## src/rtl/counter_core.sv

```systemverilog
// rtl/counter_core.sv - free-running modulo up-counter with wrap pulse
//
// Purpose:
//   Binary up-counter that advances by STEP on every rising clock edge.
//   When the next value would exceed MAX_VALUE, or would overflow WIDTH
//   bits, it returns to RESET_VALUE and raises wrap for one cycle.
//   It serves as a generic timebase or sequence source.
//
// Optional feature (macro COUNTER_LOAD_EN):
//   Adds a count enable and a synchronous load with clamping.
//   Priority is reset, then load, then en.
//   With the macro undefined the counter counts on every cycle.
//
// Ports:
//   value      out WIDTH  current count, registered
//   clk        in  1      rising-edge clock
//   reset      in  1      asynchronous active-low reset
//   wrap       out 1      registered pulse, high in the cycle after a wrap
//   en         in  1      count enable (COUNTER_LOAD_EN only)
//   load       in  1      synchronous load strobe (COUNTER_LOAD_EN only)
//   load_value in  WIDTH  value to load, clamped to MAX_VALUE (COUNTER_LOAD_EN only)

module counter_core #(
    parameter int unsigned       WIDTH       = 8,
    parameter int unsigned       STEP        = 1,
    parameter logic [WIDTH-1:0]  MAX_VALUE   = {WIDTH{1'b1}},
    parameter logic [WIDTH-1:0]  RESET_VALUE = '0
) (
    output logic [WIDTH-1:0] value,
    input  logic             clk,
    input  logic             reset,
    output logic             wrap
`ifdef COUNTER_LOAD_EN
    ,
    input  logic             en,
    input  logic             load,
    input  logic [WIDTH-1:0] load_value
`endif
);

    // One extra bit keeps value+STEP from silently wrapping past 2**WIDTH-1.
    localparam logic [WIDTH:0] STEP_EXT = (WIDTH+1)'(STEP);
    localparam logic [WIDTH:0] MAX_EXT  = {1'b0, MAX_VALUE};

    logic [WIDTH-1:0] value_q, value_d;
    logic             wrap_q, wrap_d;
    logic [WIDTH:0]   sum;

    always_comb begin
        sum     = {1'b0, value_q} + STEP_EXT;
        value_d = value_q;
        wrap_d  = 1'b0;
`ifdef COUNTER_LOAD_EN
        if (load) begin
            value_d = (load_value > MAX_VALUE) ? MAX_VALUE : load_value;
        end else if (en) begin
            if (sum > MAX_EXT) begin
                value_d = RESET_VALUE;
                wrap_d  = 1'b1;
            end else begin
                value_d = sum[WIDTH-1:0];
            end
        end
`else
        if (sum > MAX_EXT) begin
            value_d = RESET_VALUE;
            wrap_d  = 1'b1;
        end else begin
            value_d = sum[WIDTH-1:0];
        end
`endif
    end

    always_ff @(posedge clk or negedge reset) begin
        if (!reset) begin
            value_q <= RESET_VALUE;
            wrap_q  <= 1'b0;
        end else begin
            value_q <= value_d;
            wrap_q  <= wrap_d;
        end
    end

    assign value = value_q;
    assign wrap  = wrap_q;

endmodule

```

## config.mk

```make
export PLATFORM = sky130hd
export DESIGN_NAME = counter_core
export DESIGN_NICKNAME = d
export VERILOG_FILES = /design/src/rtl/counter_core.sv
export SDC_FILE = /design/constraint.sdc
export NUM_CORES = 1
export LEC_CHECK = 0
export CORE_AREA = 2 2 39 41
export CTS_BUF_LIST = sky130_fd_sc_hd__clkbuf_16
export DETAILED_ROUTE_END_ITERATION = 12
export DIE_AREA = 0 0 41 43
export PLACE_DENSITY_LB_ADDON = 0.1
export SETUP_SLACK_MARGIN = 0.02
export SYNTH_ARGS = -nofsm -noshare
export SYNTH_HDL_FRONTEND = slang
export SYNTH_SLANG_ARGS = --single-unit
```

## constraint.sdc

```tcl
create_clock -name clk -period 2.2 [get_ports clk]
set_input_delay 0.33 -clock clk [delete_from_list [all_inputs] [get_ports clk]]
set_output_delay 0.33 -clock clk [all_outputs]
set_load 0.02 [all_outputs]
```

==> reports/qor.yml <==
outcome: "finished clean"
grt_overflow: 0
rr_worst_depth: 5
p_per_area_nw_per_um2: 695
cts_tree: "done"
grt_pass1_wl_mm: 1.94
synth.distinct_cells: 26
syn_inst: 56
initial_utilization: 0.372
yosysWarnings: 0
rsz0062_at_grt: "false"
rows: 14
synthSimpleGateAreaFrac: 0.273
chipWidth_um: 41
crit_chain: "clkdlybuf4s50_1"
max_slew_margin: 0.717
grt_pass1_vias: 410
crit_arrival_ps: 1410
wire_per_inst_um: 13.4
viasPerCell: 5.40
clockRootBuffer: "clkbuf_16"
avgSynthCellArea_sq_um: 9.18
dp_cells: 81
layout.filler_cells: 127
ys_seq_elements: 9
clock-sinks: 9
diodes: 0
synthXorXnorAreaFrac: 0.0341
worst_pin_slew_ps: 423
crit_start: "value[2]"
nNetsFinal: 74
multi_input_area_sq_um: 269
min_period_ps: 1740
drt_iter0_drc: 7
route.vias.total: 459
core_sq_um: 1380
cts_resized: 0
finalCritPeriodShare: 0.790
cts_inserted_buffers: 3
synth_seq_area_share: 0.438
clkSlewWorstSetupHoldPaths_ps: 40
hp-class: "input pin to asynchronous set/reset pin"
cp-end-kind: "primary output"
synth_top_family_by_area: "simple AND/OR/NAND/NOR gates"
cp_slowest_cell: "clkdlybuf4s50_1"
utilization: 0.512
dieHeight_um: 43
preCtsSetupSlack_ps: 507
area_growth_pct: 37.7
path_class: "register to primary output"
hold_violations: 0
layout_commonest_cell: "clkdlybuf4s50_1"
critical_path_cell_count: 1
setup_slack_ps: 462
synth_compound_area_frac: 0.146
finalSetupViolCount: 0
clock_latency_ps: 240
cts_buffer_depth: 2
tns_ps: 0
post_cts_buffers: 0
grt_start_max_net_pins: 11
required_ps: 1870
critPathLaunchType: "register"
postRouteAntennaNets: 0
synth_area_sq_um: 514
synthMuxAreaShare: 0
path_delay_family: "buffers and inverters"
cap_violations: 0
final_cell_mix: "10 x clkdlybuf4s50_1, 9 x dfrtp_1, 6 x nand2_1"
syn_nets: 60
hold_buffers: 0
r2r-start: "value[0]"
drc: 0
die-area_sq_um: 1760
path_buf_inv: 1
vdd.ir_drop.worst_uv: 403
final_cells: 85
yosys.area_share.adder: 0.0706
htreeDepth: 1
place_congestion: 0.714
ios: 11
clock_skew_ps: 1.40
finalPower_uw: 492
portBuffers: 10
final_max_slew_viol_count: 0
p_leak_uw: 0.000267
firstDrtPassIters: 4
routed_wirelength_mm: 1.14
dp_hpwl_um: 815
track_usage: 0.171
slowest_delay_ps: 660
cp_max_fo: 9
drive_above_1_share: 0.0725
regArea_sq_um: 225
antenna_found_initial: 0
fmax_ghz: 0.575
metal layers:
metal | share of wire | track usage | routed length, um
met1 | 0.45 | 0.235 | 508
met2 | 0.47 | 0.222 | 537
met3 | 0.064 | 0.0628 | 73
met4 | 0.017 | 0.100 | 19
met5 | 0 | 0 | 0
cell type report:
cell class | instances | share of cell area
Clock buffer | 3 | 0.106
Clock inverter | 1 | 0.00530
Inverter | 4 | 0.0212
Multi-Input combinational cell | 42 | 0.380
Sequential cell | 9 | 0.318
Tap cell | 16 | 0.0283
Timing Repair Buffer | 10 | 0.141
sequential cells by signal (all words and copies together) (netlist names):
| name | flops |
|---|---|
| value | 8 |
| wrap | 1 |
cell usage after synthesis:
master | number | area (sq um)
a21oi_1 | 5 | 25.0
a221oi_1 | 1 | 8.76
a22oi_1 | 1 | 7.51
and2_1 | 1 | 6.26
and4b_1 | 1 | 10.0
buf_2 | 1 | 5.00
dfrtp_1 | 9 | 225
ha_1 | 2 | 25.0
inv_1 | 4 | 15.0
maj3_2 | 1 | 11.3
nand2_1 | 6 | 22.5
nand2b_1 | 1 | 6.26
nand3_1 | 3 | 15.0
nand3_2 | 1 | 10.0
nor2_1 | 3 | 11.3
nor2b_1 | 2 | 12.5
nor3_1 | 1 | 5.00
nor4_1 | 1 | 6.26
nor4b_1 | 1 | 8.76
o211ai_1 | 1 | 7.51
o21ai_0 | 2 | 10.0
o31ai_1 | 1 | 7.51
o32ai_1 | 1 | 8.76
or3_1 | 3 | 18.8
or4_1 | 1 | 7.51
xnor2_1 | 2 | 17.5
power breakdown:
group          switching, uW  internal, uW
clock network           83.1           238
registers                  0           166
logic                   3.21          1.57
total                   86.3           406
cells by family after synthesis:
logic type / count (synthesis)
adder cells (fa/ha/maj): 3
AO/OA/AOI/OAI: 12
AND/OR/NAND/NOR: 25
XOR/XNOR: 2
buffers and inverters: 5
flip-flops: 9
worst paths after layout:
| kind | endpoint | slack (ps) |
|---|---|---|
| max | value[2] | 460 |
| min | value[4] | 400 |
| max reg2reg | value[4] | 490 |
| min reg2reg | value[6] | 580 |
| max in group asynchronous | value[2] | 1510 |
| min in group clk | value[6] | 580 |
through the flow:
step	hold WS, ps	cell area (sq um)
floorplan	34.4	514
global placement	576	629
detailed placement	582	629
CTS	415	708
global route	454	708
finish	399	708
(Power assumes the default switching activity.)
